### config.mk
export PLATFORM = sky130hd
export DESIGN_NAME = vga_timing_gen
export DESIGN_NICKNAME = d
export VERILOG_FILES = /design/src/rtl/vga_timing_gen.sv
export SDC_FILE = /design/constraint.sdc
export NUM_CORES = 1
export LEC_CHECK = 0
export CORE_AREA = 2 2 85 87
export DETAILED_ROUTE_END_ITERATION = 7
export DIE_AREA = 0 0 87 89
export HOLD_SLACK_MARGIN = 0.1
export PLACE_DENSITY = 0.59
export REMOVE_ABC_BUFFERS = 1
export SETUP_SLACK_MARGIN = 0.3
export SLEW_MARGIN = 20
export SYNTH_ARGS = -nofsm -noshare
export SYNTH_HDL_FRONTEND = slang
export SYNTH_SLANG_ARGS = --single-unit
### constraint.sdc
create_clock -name clk -period 2.45 [get_ports clk]
set_input_delay 0.3675 -clock clk [delete_from_list [all_inputs] [get_ports clk]]
set_output_delay 0.3675 -clock clk [all_outputs]
set_load 0.02 [all_outputs]
### src/rtl/vga_timing_gen.sv
// vga_timing_gen: VGA raster timing (640x480 @ 60 Hz by default) from a 2x system clock.
//
// Ports
//   clk        system clock, twice the pixel rate
//   reset      asynchronous, active-low reset
//   pixel_rgb  colour from the renderer; sampled on px_tick-rising edges, the colour
//              for the pixel whose px_en was shown in tick k must be present at the
//              edge that starts tick k+DATA_LAT
//   px_tick    high for one clk out of every two; new pixel-rate values appear with it
//   px_en      active-video strobe aligned with h_count/v_count
//   h_count    current column, 0..H_TOTAL-1
//   v_count    current line, 0..V_TOTAL-1
//   frame_start one-clk pulse when the counters wrap to (0,0)
//   hsync      active-low line sync, delayed DATA_LAT ticks
//   vsync      active-low frame sync, delayed DATA_LAT ticks
//   vga_rgb    blanked, registered colour aligned with hsync/vsync
//
// DATA_LAT must lie in 1..4.
module vga_timing_gen #(
  parameter int H_ACTIVE = 640,
  parameter int H_FP     = 16,
  parameter int H_SYNC   = 96,
  parameter int H_BP     = 48,
  parameter int V_ACTIVE = 480,
  parameter int V_FP     = 10,
  parameter int V_SYNC   = 2,
  parameter int V_BP     = 33,
  parameter int DATA_LAT = 2
) (
  input  logic       clk,
  input  logic       reset,
  input  logic [7:0] pixel_rgb,
  output logic       px_tick,
  output logic       px_en,
  output logic [9:0] h_count,
  output logic [9:0] v_count,
  output logic       frame_start,
  output logic       hsync,
  output logic       vsync,
  output logic [7:0] vga_rgb
);

  localparam int H_TOTAL = H_ACTIVE + H_FP + H_SYNC + H_BP;
  localparam int V_TOTAL = V_ACTIVE + V_FP + V_SYNC + V_BP;

  localparam logic [9:0] H_LAST   = 10'(H_TOTAL - 1);
  localparam logic [9:0] V_LAST   = 10'(V_TOTAL - 1);
  localparam logic [9:0] H_ACT    = 10'(H_ACTIVE);
  localparam logic [9:0] V_ACT    = 10'(V_ACTIVE);
  localparam logic [9:0] HS_FIRST = 10'(H_ACTIVE + H_FP);
  localparam logic [9:0] HS_LAST  = 10'(H_ACTIVE + H_FP + H_SYNC - 1);
  localparam logic [9:0] VS_FIRST = 10'(V_ACTIVE + V_FP);
  localparam logic [9:0] VS_LAST  = 10'(V_ACTIVE + V_FP + V_SYNC - 1);

  logic       px_tick_r;
  logic       started_r;
  logic [9:0] h_count_r;
  logic [9:0] v_count_r;
  logic       px_en_r;
  logic       frame_start_r;
  logic       hsync_raw_r;
  logic       vsync_raw_r;
  logic [7:0] vga_rgb_r;
  // Each stage holds {hsync, vsync, blank}.
  logic [2:0] dline_r [DATA_LAT];

  logic       adv_s;
  logic [9:0] h_next_s;
  logic [9:0] v_next_s;
  logic       wrap_s;
  logic       px_en_next_s;
  logic       hsync_next_s;
  logic       vsync_next_s;
  // Blank flag one stage short of the output, so the registered colour lands with sync.
  logic       blank_tap_s [DATA_LAT];

  // Pixel-rate state moves on the edge that raises px_tick, so new values show with it.
  assign adv_s = ~px_tick_r;

  // Pixel tick toggle.
  always_ff @(posedge clk or negedge reset) begin
    if (!reset) begin
      px_tick_r <= 1'b0;
    end else begin
      px_tick_r <= ~px_tick_r;
    end
  end

  // Next counter values and their decodes; the first tick after reset presents (0,0).
  always_comb begin
    h_next_s = h_count_r;
    v_next_s = v_count_r;
    wrap_s   = 1'b0;
    if (!started_r) begin
      h_next_s = 10'd0;
      v_next_s = 10'd0;
    end else if (h_count_r == H_LAST) begin
      h_next_s = 10'd0;
      if (v_count_r == V_LAST) begin
        v_next_s = 10'd0;
        wrap_s   = 1'b1;
      end else begin
        v_next_s = v_count_r + 10'd1;
      end
    end else begin
      h_next_s = h_count_r + 10'd1;
    end
    px_en_next_s = (h_next_s < H_ACT) && (v_next_s < V_ACT);
    hsync_next_s = ~((h_next_s >= HS_FIRST) && (h_next_s <= HS_LAST));
    vsync_next_s = ~((v_next_s >= VS_FIRST) && (v_next_s <= VS_LAST));
  end

  // Counters plus the registered decodes that travel with them.
  always_ff @(posedge clk or negedge reset) begin
    if (!reset) begin
      started_r     <= 1'b0;
      h_count_r     <= 10'd0;
      v_count_r     <= 10'd0;
      px_en_r       <= 1'b0;
      hsync_raw_r   <= 1'b1;
      vsync_raw_r   <= 1'b1;
      frame_start_r <= 1'b0;
    end else if (adv_s) begin
      started_r     <= 1'b1;
      h_count_r     <= h_next_s;
      v_count_r     <= v_next_s;
      px_en_r       <= px_en_next_s;
      hsync_raw_r   <= hsync_next_s;
      vsync_raw_r   <= vsync_next_s;
      frame_start_r <= wrap_s;
    end else begin
      frame_start_r <= 1'b0;
    end
  end

  // Blank tap feeding the colour register: raw decode for a one-tick latency.
  always_comb begin
    blank_tap_s[0] = ~px_en_r;
    for (int i = 1; i < DATA_LAT; i++) begin
      blank_tap_s[i] = dline_r[i-1][0];
    end
  end

  // Sync/blank delay line, filled with idle sync and blanked video on reset.
  always_ff @(posedge clk or negedge reset) begin
    if (!reset) begin
      for (int i = 0; i < DATA_LAT; i++) begin
        dline_r[i] <= 3'b111;
      end
    end else if (adv_s) begin
      dline_r[0] <= {hsync_raw_r, vsync_raw_r, ~px_en_r};
      for (int i = 1; i < DATA_LAT; i++) begin
        dline_r[i] <= dline_r[i-1];
      end
    end
  end

  // Output colour register, forced to black outside delayed active video.
  always_ff @(posedge clk or negedge reset) begin
    if (!reset) begin
      vga_rgb_r <= 8'h00;
    end else if (adv_s) begin
      vga_rgb_r <= blank_tap_s[DATA_LAT-1] ? 8'h00 : pixel_rgb;
    end
  end

  assign px_tick     = px_tick_r;
  assign px_en       = px_en_r;
  assign h_count     = h_count_r;
  assign v_count     = v_count_r;
  assign frame_start = frame_start_r;
  assign hsync       = dline_r[DATA_LAT-1][2];
  assign vsync       = dline_r[DATA_LAT-1][1];
  assign vga_rgb     = vga_rgb_r;

endmodule

* Yosys cells after proc, flatten, opt, wreduce, memory -nomap -nowiden *
Index checks and enable logic that the tools add are counted.

word-level totals
  register bits = 40
  bits of input ports = 10
  output and inout port bits = 33
  word-level logic and storage cells = 38

operators by class
  add/sub/neg operators = 2
  magnitude comparators = 6
  eq/ne operators = 2
  muxes and demuxes = 10
  bitwise operators = 4
  reductions and logical operators = 3

operators with widths
  cell                                                                                  count
  10-bit two-way mux                                                                    5
  10-bit by 1-bit adder with 10-bit output, second input constant                       2
  10-bit == test, second input constant                                                 2
  10-bit greater-or-equal comparator, second input constant                             1
  10-bit by 9-bit greater-or-equal comparator with 1-bit output, second input constant  1
  10-bit less-or-equal comparator, second input constant                                1
  10-bit by 9-bit less-or-equal comparator with 1-bit output, second input constant     1
  10-bit < comparator, second input constant                                            1
  10-bit by 9-bit < comparator with 1-bit output, second input constant                 1
  8-bit two-way mux                                                                     1
  1-bit two-way mux                                                                     4
  1-bit NOT                                                                             4
  1-bit logical AND                                                                     3

* Longest topological paths before layout *
  depth in word-level cells = 7
  mapped depth = 7
  mapped depth without buffers = 7

* Worst setup path after synthesis *
No wires, ideal clock.

  path kind = reg2reg
  start point = register h_count_r[0], in the netlist h_count[0]
  end point = register px_en_r, in the netlist px_en
  setup time = 137 ps
  arrival time = 2000 ps
  path slack = 312 ps
  cell stages (with the launch flop) = 8
  buffers on the path = 1
  cell sequence = dfrtp_1 > ha_1 > nand4_4 > nor3_4 > buf_4 > a21oi_1 > nor4_1 > o41ai_2

between the ends
  cells in the longest elaborated chain, start to end = 5
  elaborated cells between the ends (all ways) = 9
  those cells by class = 1 x add/sub; 2 x order compare; 1 x eq/ne; 4 x mux; 1 x reduce/logical

RTL lines
  item                                                                                          line     RTL
  start: declaration                                                                            57       logic [9:0] h_count_r;
  start signal: assignment                                                                      125      h_count_r <= h_next_s;
  10-bit by 1-bit adder with 10-bit output / 10-bit == test (equally long branches)             106, 97
  10-bit two-way mux                                                                            97       end else if (h_count_r == H_LAST) begin
  10-bit two-way mux                                                                            94       if (!started_r) begin
  10-bit < comparator / 10-bit by 9-bit < comparator with 1-bit output (equally long branches)  108      px_en_next_s = (h_next_s < H_ACT) && (v_next_s < V_ACT);
  1-bit logical AND *                                                                           108
  end signal: assignment                                                                        127      px_en_r <= px_en_next_s;
  end: declaration                                                                              59       logic px_en_r;

Every way passes the cells marked *; elsewhere a longest branch is shown, timed or not.
A chain may end at the register's enable or synchronous reset.

* Worst setup path after layout *
Ends and elaborated chain as after synthesis.

==> results_dict.tcl <==
set metrics [dict create \
    grt_pass1_vias 2194 \
    wl_met3_um 368 \
    cts_made_buffers 5 \
    synth_commonest_cells "nand2_1, dfrtp_1, o21ai_0" \
    p_per_area_mw_per_mm2 429 \
    die_w_um 87 \
    cp-endpoint "px_en$_DFFE_PN0N_" \
    synth_top_cell_area_share_pct 34.7 \
    synth_flop_cell "dfrtp_1" \
    r2r_slack_ns 0.43 \
    endpoint_kind "register" \
    antennaDiodeCount 0 \
    worstSetupStartpointType "register" \
    hp-class "in2async" \
    antenna_found_initial 0 \
    setup_viol 0 \
    worstMarginPinSlew_ns 0.874 \
    ys_top_cells_by_area "dfrtp_1, dfstp_2, o21ai_0, nand2_1, nand3_1" \
    cpLargestDelayFamily "simple AND/OR/NAND/NOR gates" \
    ant_nets 0 \
    fin_crit_ns 2.02 \
    place_ws_ns 0.287 \
    grt_max_degree 40 \
    critPathLaunch "h_count[0]$_DFFE_PN0N_" \
    die_area_mm2 0.00774 \
    slowest_delay_ns 0.37 \
    yosysSeqAreaShare_pct 42.7 \
    ys_warn_count 0 \
    timing.fmax_mhz 495 \
    rows 30 \
    firstDrtPassIters 7 \
    clockRootBuffer "clkbuf_8" \
    crit_chain "ha_1 -> and4_2 -> nand4_1 -> xnor2_1 -> nor4_2 -> o41ai_2" \
    drive_gt1_share_pct 15.0 \
    synth.distinct_cells 53 \
    synth_edf_count 0 \
    path_clk_slew_ns 0.08 \
    tns_ns 0 \
    routed.top_layer "met4" \
    area_delta_synth_final_pct 29.4 \
    drc 0 \
    r2r_end "px_en$_DFFE_PN0N_" \
    stdcell_area_mm2 0.00298 \
    nFillCells 662 \
    synth_most_common_cell "nand2_1" \
    grt_pass1_wl_um 10500 \
    required_ns 2.63 \
    r2r_cells 6 \
    htree_num_levels 2 \
    maxCapViolations 0 \
    syn_avg_cell_area_um2 8.93 \
    path_class "reg2reg" \
    dpl.cell_count 375 \
    reg2reg_from "h_count[0]$_DFFE_PN0N_" \
    holdWs_ns 0.185 \
    cp_slowest_cell "and4_2" \
    regArea_um2 985 \
    utilization_pct 44.4 \
    p_total_mw 1.28 \
    async_flop_share_pct 100 \
    rsz0062_at_grt "true" \
    gp_congestion 0.893 \
    core-area_mm2 0.00672 \
    drt_iter0_drc 103 \
    finalCritPeriodShare_pct 82.5 \
    multi_input_area_mm2 0.00121 \
    critPathMaxFanout 7 \
    crit_cells 6 \
    leakage_nw 1.15 \
    dpl_cell_area_mm2 0.00283 \
    nets 318 \
    insertion_delay_ns 0.30 \
    clock_skew_ns 0.00651 \
    start_util_pct 34.3 \
    wl_met2_um 2750 \
    status "finished, final reports clean" \
    ios 43 \
    finalMaxSlewViolations 0 \
    avgRoutedWirePerCell_um 15.7 \
    cts_sinks 39 \
    viasPerCell 5.49 \
    ir_drop_mv 0.229 \
    slew_headroom_pct 41.7 \
    cts_tree "yes" \
    fin_cells 386 \
    crit_arrival_ns 2.20 \
    path_buf_inv 0 \
    synth.largest_area_cell "dfrtp_1" \
    clk_path_buf_depth 2 \
    wl_met1_um 2870 \
    fin_ws_ns 0.429 \
    hold_viol_final 0 \
    hold_buffers 0 \
    routed-via-count 2120 \
    dpl.hpwl_um 4130 \
    finalWirelength_um 6070 \
    syn_inst 258 \
    die_height_um 89 \
    netlist_area_mm2 0.00230 \
    grtUsageTotal_pct 17.0 \
    port-buffer-count 42 \
    synth-seq-cells 39 \
    overflow 0 \
]
-- sequential cells by signal (all words and copies together), names as in the netlist --
signal,flops
frame_start,1
v_count,10
h_count,10
vga_rgb,8
hsync_raw_r,1
px_tick,1
started_r,1
px_en,1
vsync_raw_r,1
blank_tap_s,1
dline_r,2
vsync,1
hsync,1
-- layout make-up --
class	instances	share of cell area (%)
multi-input combinational	190	40.6
clock buffer	6	2.77
clock inverter	2	1.17
timing repair buffer	56	17.4
inverter	13	1.64
tap	80	3.36
sequential	39	33.0
-- cells by family after synthesis --
family	Yosys count	share of synthesized area, %
AO/OA/AOI/OAI	67	18.3
XOR/XNOR	7	2.66
adder cells (fa/ha/maj)	3	1.63
buffers and inverters	29	5.16
flip-flops	39	42.7
multiplexers	7	3.26
AND/OR/NAND/NOR	106	26.3
-- cells in the final DEF, fill, tap and decap left out, drive strengths merged, types with 5 or more instances in the layout --
master,n
nor2,13
clkbuf,6
nand4,10
inv,12
clkdlybuf4s50,41
o21ai,30
nand2,34
dfrtp,32
dfstp,7
a21oi,13
nand3b,5
nand3,13
o31ai,6
buf,15
nor4,8
-- where the power goes --
group | switching (mW) | total [mW] | internal [mW]
registers | 0.00301 | 0.653 | 0.650
logic | 0.0288 | 0.0558 | 0.0270
clock network | 0.240 | 0.569 | 0.330
-- repair_timing --
action | 4_1_cts | 5_1_grt
setup buffers | 3 | 0
endpoints found under the setup margin | 2 | 9
resized for setup | 0 | 3
pin swaps | 1 | 1
endpoints found under the hold margin | 0 | 0
gates cloned | 0 | 0
-- worst min path at each step --
stage	from	end	slack, ns	cells after the start
6_report	reset	h_count[1]$_DFFE_PN0N_	0.18	1
5_1_grt	reset	h_count[3]$_DFFE_PN0N_	0.26	1
4_1_cts	reset	h_count[3]$_DFFE_PN0N_	0.22	1
3_5_place_dp	px_en$_DFFE_PN0N_	blank_tap_s[0]$_DFFE_PN1N_	0.44	1
3_3_place_gp	px_en$_DFFE_PN0N_	blank_tap_s[0]$_DFFE_PN1N_	0.43	1
2_1_floorplan	reset	frame_start$_DFF_PN0_	0.07	0
-- per-layer routing --
layer	vias up	track usage, %
met4	0	5.26
met1	1001	23.4
met5	-	0
li1	1029	-
met2	81	27.3
met3	9	3.05
-- worst register-to-register path, cell delays in order (launching register included) --
cell,delay (ns)
dfrtp_1,0.35
ha_1,0.33
and4_2,0.37
nand4_1,0.22
xnor2_1,0.20
nor4_2,0.32
o41ai_2,0.11
(Power assumes the default switching activity.)
